$ cat config.mk
export PLATFORM = sky130hd
export DESIGN_NAME = config_loader_flat
export DESIGN_NICKNAME = d
export VERILOG_FILES = /design/src/rtl/config_loader_if.sv /design/src/rtl/config_loader.sv /design/src/flat_wrapper.sv
export SDC_FILE = /design/constraint.sdc
export NUM_CORES = 1
export LEC_CHECK = 0
export ABC_AREA = 1
export BUFFER_PORTS_ARGS = -buffer_cell sky130_fd_sc_hd__buf_4
export CAP_MARGIN = 20
export CORE_MARGIN = 10
export CORE_UTILIZATION = 50
export CTS_CLUSTER_SIZE = 12
export DETAILED_ROUTE_END_ITERATION = 8
export HOLD_SLACK_MARGIN = 0.05
export MAX_ROUTING_LAYER = met4
export PLACE_DENSITY_LB_ADDON = 0.08
export SKIP_LAST_GASP = 1
export SYNTH_ARGS = -nofsm -noshare
export SYNTH_HDL_FRONTEND = slang
export SYNTH_SLANG_ARGS = --single-unit
$ cat constraint.sdc
create_clock -name clock -period 2.9 [get_ports clock]
set_input_delay 0.145 -clock clock [delete_from_list [all_inputs] [get_ports clock]]
set_output_delay 0.145 -clock clock [all_outputs]
set_load 0.02 [all_outputs]
$ cat src/rtl/config_loader_if.sv
// Stream and scan-chain pin bundle between a configuration source and config_loader.
// master: the side that issues start/abort and supplies words.
// slave:  the loader itself, which drives the chain pins and status.
interface config_loader_if #(
  parameter int WORD_WIDTH = 8
);
  logic                  start;
  logic                  abort;
  logic [WORD_WIDTH-1:0] word_in;
  logic                  word_valid;
  logic                  word_ready;
  logic                  config_out;
  logic                  config_enable;
  logic                  config_nreset;
  logic                  busy;
  logic                  done;

  modport master (
    output start, abort, word_in, word_valid,
    input  word_ready, config_out, config_enable, config_nreset, busy, done
  );

  modport slave (
    input  start, abort, word_in, word_valid,
    output word_ready, config_out, config_enable, config_nreset, busy, done
  );
endinterface

$ cat src/rtl/config_loader.sv
// Feeds a LogicColumn configuration scan chain: optional clear pulse, then
// LSB-first serialisation of incoming words, one bit per clock, until the
// chain length has been shifted.
//
// state    | meaning
// ---------+-----------------------------------------------------------
// ST_IDLE  | waiting for start, chain pins quiet
// ST_CLEAR | config_nreset held low, down-counter times the clear
// ST_LOAD  | accepting words and shifting bits onto config_out
// ST_DONE  | whole chain shifted, done held until the next start
module config_loader #(
  parameter int WORD_WIDTH   = 8,
  parameter int CHAIN_BITS   = 1024,
  parameter int CLEAR_CYCLES = 4
) (
  input  logic           clock,
  input  logic           reset,
  config_loader_if.slave bus
);

  localparam int BCW = $clog2(CHAIN_BITS + 1);
  localparam int SCW = $clog2(WORD_WIDTH + 1);
  localparam int CCW = (CLEAR_CYCLES > 1) ? $clog2(CLEAR_CYCLES) : 1;

  localparam logic [1:0] ST_IDLE  = 2'd0;
  localparam logic [1:0] ST_CLEAR = 2'd1;
  localparam logic [1:0] ST_LOAD  = 2'd2;
  localparam logic [1:0] ST_DONE  = 2'd3;

  logic [1:0]            state_q, state_d;
  // shreg holds the bits of the current word not yet presented; shcnt counts them
  logic [WORD_WIDTH-1:0] shreg_q, shreg_d;
  logic [SCW-1:0]        shcnt_q, shcnt_d;
  logic [BCW-1:0]        bit_count_q, bit_count_d;
  logic [CCW-1:0]        clr_cnt_q, clr_cnt_d;
  logic                  config_out_q, config_out_d;
  logic                  config_enable_q, config_enable_d;
  logic                  config_nreset_q, config_nreset_d;
  logic                  busy_q, busy_d;
  logic                  done_q, done_d;
  logic                  word_ready;
  logic                  accept;
  int                    remaining;
  int                    take;

  // Ready only when nothing is left to shift and the chain still has room;
  // the last bit of a word is already sitting in config_out, so this keeps
  // the stream gap-free at one word per WORD_WIDTH cycles.
  assign word_ready = (state_q == ST_LOAD) && (shcnt_q == '0) &&
                      (bit_count_q != BCW'(CHAIN_BITS));
  assign accept     = word_ready && bus.word_valid;

  // Next-state, shifter and output computation
  always_comb begin
    state_d         = state_q;
    shreg_d         = shreg_q;
    shcnt_d         = shcnt_q;
    bit_count_d     = bit_count_q;
    clr_cnt_d       = clr_cnt_q;
    config_out_d    = config_out_q;
    config_enable_d = 1'b0;
    config_nreset_d = 1'b1;
    done_d          = done_q;
    // a final partial word only contributes the bits the chain still needs
    remaining       = CHAIN_BITS - int'(bit_count_q);
    take            = (remaining < WORD_WIDTH) ? remaining : WORD_WIDTH;

    if (bus.abort) begin
      state_d = ST_IDLE;
      shreg_d = '0;
      shcnt_d = '0;
      done_d  = 1'b0;
    end else begin
      case (state_q)
        ST_IDLE, ST_DONE: begin
          if (bus.start) begin
            state_d         = ST_CLEAR;
            done_d          = 1'b0;
            bit_count_d     = '0;
            clr_cnt_d       = CCW'(CLEAR_CYCLES - 1);
            config_nreset_d = 1'b0;
          end
        end
        ST_CLEAR: begin
          if (clr_cnt_q == '0) begin
            state_d = ST_LOAD;
          end else begin
            clr_cnt_d       = clr_cnt_q - 1'b1;
            config_nreset_d = 1'b0;
          end
        end
        ST_LOAD: begin
          if (bit_count_q == BCW'(CHAIN_BITS)) begin
            state_d = ST_DONE;
            done_d  = 1'b1;
          end else if (shcnt_q != '0) begin
            config_out_d    = shreg_q[0];
            config_enable_d = 1'b1;
            shreg_d         = shreg_q >> 1;
            shcnt_d         = shcnt_q - 1'b1;
            bit_count_d     = bit_count_q + 1'b1;
          end else if (accept) begin
            config_out_d    = bus.word_in[0];
            config_enable_d = 1'b1;
            shreg_d         = bus.word_in >> 1;
            shcnt_d         = SCW'(take - 1);
            bit_count_d     = bit_count_q + 1'b1;
          end
        end
        default: state_d = ST_IDLE;
      endcase
    end

    busy_d = (state_d == ST_CLEAR) || (state_d == ST_LOAD);
  end

  // State and registered outputs, all cleared by the asynchronous reset
  always_ff @(posedge clock or posedge reset) begin
    if (reset) begin
      state_q         <= ST_IDLE;
      shreg_q         <= '0;
      shcnt_q         <= '0;
      bit_count_q     <= '0;
      clr_cnt_q       <= '0;
      config_out_q    <= 1'b0;
      config_enable_q <= 1'b0;
      config_nreset_q <= 1'b0;
      busy_q          <= 1'b0;
      done_q          <= 1'b0;
    end else begin
      state_q         <= state_d;
      shreg_q         <= shreg_d;
      shcnt_q         <= shcnt_d;
      bit_count_q     <= bit_count_d;
      clr_cnt_q       <= clr_cnt_d;
      config_out_q    <= config_out_d;
      config_enable_q <= config_enable_d;
      config_nreset_q <= config_nreset_d;
      busy_q          <= busy_d;
      done_q          <= done_d;
    end
  end

  assign bus.word_ready    = word_ready;
  assign bus.config_out    = config_out_q;
  assign bus.config_enable = config_enable_q;
  assign bus.config_nreset = config_nreset_q;
  assign bus.busy          = busy_q;
  assign bus.done          = done_q;

endmodule

$ cat src/flat_wrapper.sv
// flat-port wrapper written by rule: the top's interface ports become plain ports
module config_loader_flat 
#(
  parameter int WORD_WIDTH   = 8,
  parameter int CHAIN_BITS   = 1024,
  parameter int CLEAR_CYCLES = 4
)
  (clock, reset, bus_start, bus_abort, bus_word_in, bus_word_valid, bus_word_ready, bus_config_out, bus_config_enable, bus_config_nreset, bus_busy, bus_done);
  config_loader_if #(.WORD_WIDTH(WORD_WIDTH)) bus_i ();
  input  logic clock;
  input  logic reset;
  input wire logic [$bits(bus_i.start)-1:0] bus_start;
  input wire logic [$bits(bus_i.abort)-1:0] bus_abort;
  input wire logic [$bits(bus_i.word_in)-1:0] bus_word_in;
  input wire logic [$bits(bus_i.word_valid)-1:0] bus_word_valid;
  output wire logic [$bits(bus_i.word_ready)-1:0] bus_word_ready;
  output wire logic [$bits(bus_i.config_out)-1:0] bus_config_out;
  output wire logic [$bits(bus_i.config_enable)-1:0] bus_config_enable;
  output wire logic [$bits(bus_i.config_nreset)-1:0] bus_config_nreset;
  output wire logic [$bits(bus_i.busy)-1:0] bus_busy;
  output wire logic [$bits(bus_i.done)-1:0] bus_done;
  assign bus_i.start = bus_start;
  assign bus_i.abort = bus_abort;
  assign bus_i.word_in = bus_word_in;
  assign bus_i.word_valid = bus_word_valid;
  assign bus_word_ready = bus_i.word_ready;
  assign bus_config_out = bus_i.config_out;
  assign bus_config_enable = bus_i.config_enable;
  assign bus_config_nreset = bus_i.config_nreset;
  assign bus_busy = bus_i.busy;
  assign bus_done = bus_i.done;
  config_loader #(.WORD_WIDTH(WORD_WIDTH), .CHAIN_BITS(CHAIN_BITS), .CLEAR_CYCLES(CLEAR_CYCLES)) u_core (.clock(clock), .reset(reset), .bus(bus_i));
endmodule
* Yosys cells after proc, flatten, opt, wreduce, memory -nomap -nowiden
Cells that the tools add are included.
Storage, ports and cells: flip-flop bits (word level) 32
Operators by class: magnitude comparators 1, reduce and logical (&&, ||, !) cells 20, bitwise operators 2, equal/unequal tests 14, multiplexer cells 39, add/subtract/negate cells 5
Operator list (number):
- $mux 11 | 4
- $mux 8 | 5
- $mux 4 | 6
- $pmux 11 s2 | 1
- $mux 1 | 13
- $lt 12x5->1 const B | 1
- $mux 2 | 6
- $sub 11x11->12 const A | 1
- $add 11x1->11 const B | 1
- $eq 11x11->1 const B | 1
- $ne 11x11->1 const B | 1
- $ne 2x2->1 const B | 4
- $reduce_and 4->1 | 2
- $reduce_bool 2->1 | 4
- $eq 2x2->1 const B | 3
- $ne 3x3->1 const B | 2
- $pmux 2 s3 | 1
- $reduce_and 3->1 | 2
- $reduce_bool 3->1 | 2
- $reduce_and 5->1 | 1
- $eq 2x1->1 const B | 2
- $logic_not 2->1 | 2
- $logic_not 4->1 | 1
- $pmux 1 s2 | 2
- other kinds (10) | 13

* Longest topological paths before layout
depth after elaboration 9, depth in mapped cells 16, depth with buffers taken out 16

* Least setup slack after synthesis
No wires, ideal clock.
path kind reg2reg, start register u_core.bit_count_q[1], end register u_core.shcnt_q[1], period minus slack after synthesis 2.111 ns, arrival 1.982 ns, setup time 0.129 ns, stages on the path, launching flop included 14, path buffers 0, path slack 0.789 ns, cells stage by stage dfrtp_1 inv_1 ha_1 nand2_2 nor2_2 nand2_2 xor2_1 nand3_1 a21oi_1 inv_1 ha_1 nor2_1 o21ai_0 o21ai_0
On the way: longest elaborated chain between the ends 9, elaborated cells between the ends (all ways) 16, classes of those cells add/sub (2); order compare (1); eq/ne (3); mux (6); reduce/logical (4)
Ends and longest elaborated chain:
- from (decl) | RTL line config_loader.sv:34 | logic [BCW-1:0] bit_count_q, bit_count_d;
- from (signal assigned) | RTL line config_loader.sv:134 | bit_count_q <= bit_count_d;
- $sub 11x11->12 | RTL line config_loader.sv:65 | remaining = CHAIN_BITS - int'(bit_count_q);
- $lt 12x5->1 | RTL line config_loader.sv:66 | take = (remaining < WORD_WIDTH) ? remaining : WORD_WIDTH;
- $mux 4 | RTL line config_loader.sv:66
- $sub 4x2->4 | RTL line config_loader.sv:106 | shcnt_d = SCW'(take - 1);
- $mux 4 | RTL line config_loader.sv:102 | end else if (accept) begin
- $mux 4 | RTL line config_loader.sv:96 | end else if (shcnt_q != '0) begin
- $mux 4 | RTL line config_loader.sv:93 | if (bit_count_q == BCW'(CHAIN_BITS)) begin
- $mux 4 | RTL line config_loader.sv:74 | case (state_q)
- $mux 4 | RTL line config_loader.sv:68 | if (bus.abort) begin
- to (signal assigned) | RTL line config_loader.sv:133 | shcnt_q <= shcnt_d;
- to (decl) | RTL line config_loader.sv:33 | logic [SCW-1:0] shcnt_q, shcnt_d;
Several ways; a longest one is shown, not always the timed one. The select of a mux whose other input is x is not followed. A chain may end at the register's enable or synchronous reset.

* Final worst setup path
start register u_core.bit_count_q[0], end register u_core.shcnt_q[1]
Same word-level chain as after synthesis.

==> summary.txt <==
Outcome
  • Status: finished, final reports clean

Worst setup path
  • Kind of end point of the critical path: flop
  • Data arrival at the endpoint of the critical path: 2.48 ns
  • Worst reg2reg setup slack: 0.57 ns
  • Critical Setup Path Class: reg -> reg
  • R2r endpoint: u_core.shcnt_q[1]$_DFFE_PP0P_
  • Data required time of the critical path: 3.05 ns
  • Startpoint of the worst-slack reg-to-reg timing path: u_core.bit_count_q[0]$_DFFE_PP0P_
  • Depth of the most critical reg-to-reg path: 15
  • Crit Path Max Fanout: 8
  • Worst setup SP type: flop

Yosys
  • Synthesized flop and latch total: 31
  • Most used DFF post-synth: dfrtp_1
  • Fraction of registers with async set/reset: 1.000
  • Fraction of the mapped netlist area in simple logic gates: 0.2653
  • Syn Area/Cell: 7.394 µm²
  • Syn Inst Count: 266
  • Compound-Gate Fraction of Synth Area: 0.1590
  • Mux share of post-synthesis cell area: 0
  • Cell variety after synth: 31
  • Dominant combinational cell family by area after synthesis: simple AND/OR/NAND/NOR gates
  • Adder-cell area share of the yosys netlist: 0.05725
  • Share of the synthesized netlist area taken by xor and xnor gates: 0.03562
  • Net Count, Synth: 288
  • Post-Syn Area: 1967 µm²
  • Number of enable-type register cells in the synthesized netlist: 0
  • Post-synthesis sequential area ratio: 0.3944
  • Number of warnings printed during yosys synthesis: 0

Timing
  • Sum of negative setup slack: 0 ns
  • Worst path setup slack after routing: 0.5729 ns
  • Setup Viol. Count Final: 0
  • Fmax: 429.7 MHz
  • Max transition margin: 0.6668
  • Fin. Hold Viols: 0
  • Transition time at the pin with the least slew margin: 0.4960 ns
  • Total count of max-transition violations in the final report: 0
  • Setup repair after global routing missed its margin: no
  • Final setup skew: 0.004387 ns
  • WHS: 0.07680 ns
  • Min cycle time layout: 2.327 ns
  • Post-route fraction of the period consumed by the critical path: 0.8024

Drt
  • Number of DRC violations after detailed-routing iteration 0: 147
  • Antenna-violating nets left: 0
  • Via count: 1752
  • Routed vias/inst: 5.138
  • Final routed wirelength across all metal layers: 4.377 mm
  • First-pass DRT Iterations: 4
  • Number of remaining DRC errors: 0
  • Wirelength per Cell: 12.84 µm

Global routing
  • Largest net degree at the start of global routing: 32
  • Global-route wire length before repair: 7.645 mm
  • Vias in the first global route: 1716
  • Grt ovf: 0
  • Global Route Usage Sum: 0.1445
  • Initial antenna violation count: 0

Clock network
  • Library cell used as clock root buffer: clkbuf_8
  • Num Clock Sinks: 31
  • Resized cells post-CTS: 0
  • Clock slew at reported path FFs: 0.06 ns
  • Longest Clk Path Bufs: 2
  • CTS Buf Count: 5
  • Hold buffers post-CTS: 1
  • Number of buffers added for setup after CTS: 0
  • Clk Latency, worst-skew pair: 0.28 ns
  • H-Tree Level Count: 2
  • Clock tree from TritonCTS: done

Placed design
  • Weighted congestion reported at the end of routability-driven placement: 0.9529
  • Dpl cells: 332
  • Area post-placement: 2172 µm²
  • Place WS: 0.6126 ns
  • DPL Wire Length: 3.257 mm
  • Port buffer count: 18

Pwr
  • Ratio of total power to cell area: 464.3 nW/µm²
  • Static leakage power: 1.142 nW
  • Total design power: 1.060 mW
  • Peak supply drop: 302.4 µV

Die
  • Initial core utilization: 0.5254
  • Placement Rows: 22
  • Core region area: 3744 µm²
  • Die X: 82.72 µm
  • Die extent in y: 82.72 µm
  • Die footprint: 6843 µm²
  • IO Count: 19

Cells and area
  • End-of-flow core utilization: 0.6096
  • Antenna Cells: 0
  • Area growth from synthesis to layout: 16.03%
  • Finished layout cell area: 2282 µm²
  • Share of final-layout standard cells stronger than drive strength 1: 0.1433
  • Net total in the final layout: 314
  • Count of placed standard cells in the final layout, fillers left out: 341
  • Most common library cell in the layout ignoring fill and taps: nand2_1
  • Commonest cells after routing, fill and taps aside: nand2_1, inv_1, dfrtp_1

Min path
  • Hold EP: u_core.state_q[1]$_DFF_PP0_
  • Cell depth of the worst hold path: 2
  • Worst min path class: in -> reg
  • Worst Hold Launch: bus_abort

Job
  • # Max-Cap Violations: 0
[cells by family after synthesis]
group / after synthesis
AOI/OAI and AO/OA: 55
xor gates and xnor gates: 8
adders and majority gates: 9
buffers and inverters: 45
DFF: 31
and+or+nand+nor: 118
[final cells by class]
class | instances | area [µm²]
multi-input combinational | 190 | 1017
inverter | 41 | 153.9
timing repair buffer | 23 | 175.2
tap | 48 | 60.06
clock buffer | 8 | 100.1
fill | 365 | 1461
sequential | 31 | 775.7
[cell usage after synthesis, types with 2 or more instances]
library cell	n	area share
nand2_1	54	0.10
xnor2_1	3	0.013
nor2_2	4	0.013
nand4_1	4	0.013
nor2_1	24	0.046
nor3_1	10	0.025
inv_2	2	0.0038
inv_1	39	0.074
o21ai_1	11	0.028
o21ai_0	18	0.046
ha_1	9	0.057
o22ai_1	6	0.019
o31ai_1	2	0.0076
nor4_1	2	0.0064
a21oi_1	12	0.031
nand2_2	3	0.0095
nand3_1	14	0.036
xor2_1	5	0.022
dfrtp_1	31	0.39
clkbuf_1	2	0.0038
[flip-flops by register name, summed over array words and instances (netlist names)]
| name | cells |
|---|---|
| u_core.bus.busy | 1 |
| u_core.bus.config_enable | 1 |
| u_core.bus.config_out | 1 |
| u_core.clr_cnt_q | 2 |
| u_core.bit_count_q | 11 |
| u_core.state_q | 2 |
| u_core.shreg_q | 7 |
| u_core.bus.done | 1 |
| u_core.bus.config_nreset | 1 |
| u_core.shcnt_q | 4 |
[critical path, stage by stage, from the launching register on]
cell	delay, ns
dfrtp_1	0.43
inv_2	0.15
ha_1	0.27
inv_1	0.06
nor2_1	0.13
nand4_1	0.09
nand2_1	0.08
nand2_1	0.05
nor2_1	0.08
nand3_1	0.12
a21oi_1	0.15
inv_1	0.07
ha_1	0.26
nor2_1	0.04
o21ai_0	0.13
o21ai_0	0.09
[how the worst max path moves through the flow]
stage	cells past startpoint	end	startpoint	slack (ns)
3_3_place_gp	13	u_core.shcnt_q[1]$_DFFE_PP0P_	u_core.bit_count_q[0]$_DFFE_PP0P_	0.66
6_report	15	u_core.shcnt_q[1]$_DFFE_PP0P_	u_core.bit_count_q[0]$_DFFE_PP0P_	0.57
2_1_floorplan	13	u_core.shcnt_q[1]$_DFFE_PP0P_	u_core.bit_count_q[1]$_DFFE_PP0P_	0.79
4_1_cts	15	u_core.shcnt_q[1]$_DFFE_PP0P_	u_core.bit_count_q[0]$_DFFE_PP0P_	0.59
3_5_place_dp	13	u_core.shcnt_q[1]$_DFFE_PP0P_	u_core.bit_count_q[0]$_DFFE_PP0P_	0.61
5_1_grt	15	u_core.shcnt_q[1]$_DFFE_PP0P_	u_core.bit_count_q[1]$_DFFE_PP0P_	0.29
[report_power, final]
| part | internal (mW) | switching, mW |
|---|---|---|
| Sequential | 0.452 | 0.0118 |
| Clock | 0.216 | 0.155 |
| Combinational | 0.0866 | 0.137 |
| Total | 0.755 | 0.305 |
[routing by layer]
| metal | part of all wire | vias to the layer above | global-route usage | routed length (µm) |
|---|---|---|---|---|
| met5 | 0 | - | - | 0 |
| met4 | 0.0078 | 0 | 0.04013 | 34 |
| met3 | 0.038 | 5 | 0.03240 | 166 |
| met2 | 0.45 | 29 | 0.2068 | 1961 |
| met1 | 0.51 | 796 | 0.1991 | 2214 |
| li1 | - | 922 | - | - |
No activity file was read; power rests on OpenSTA's default activity.
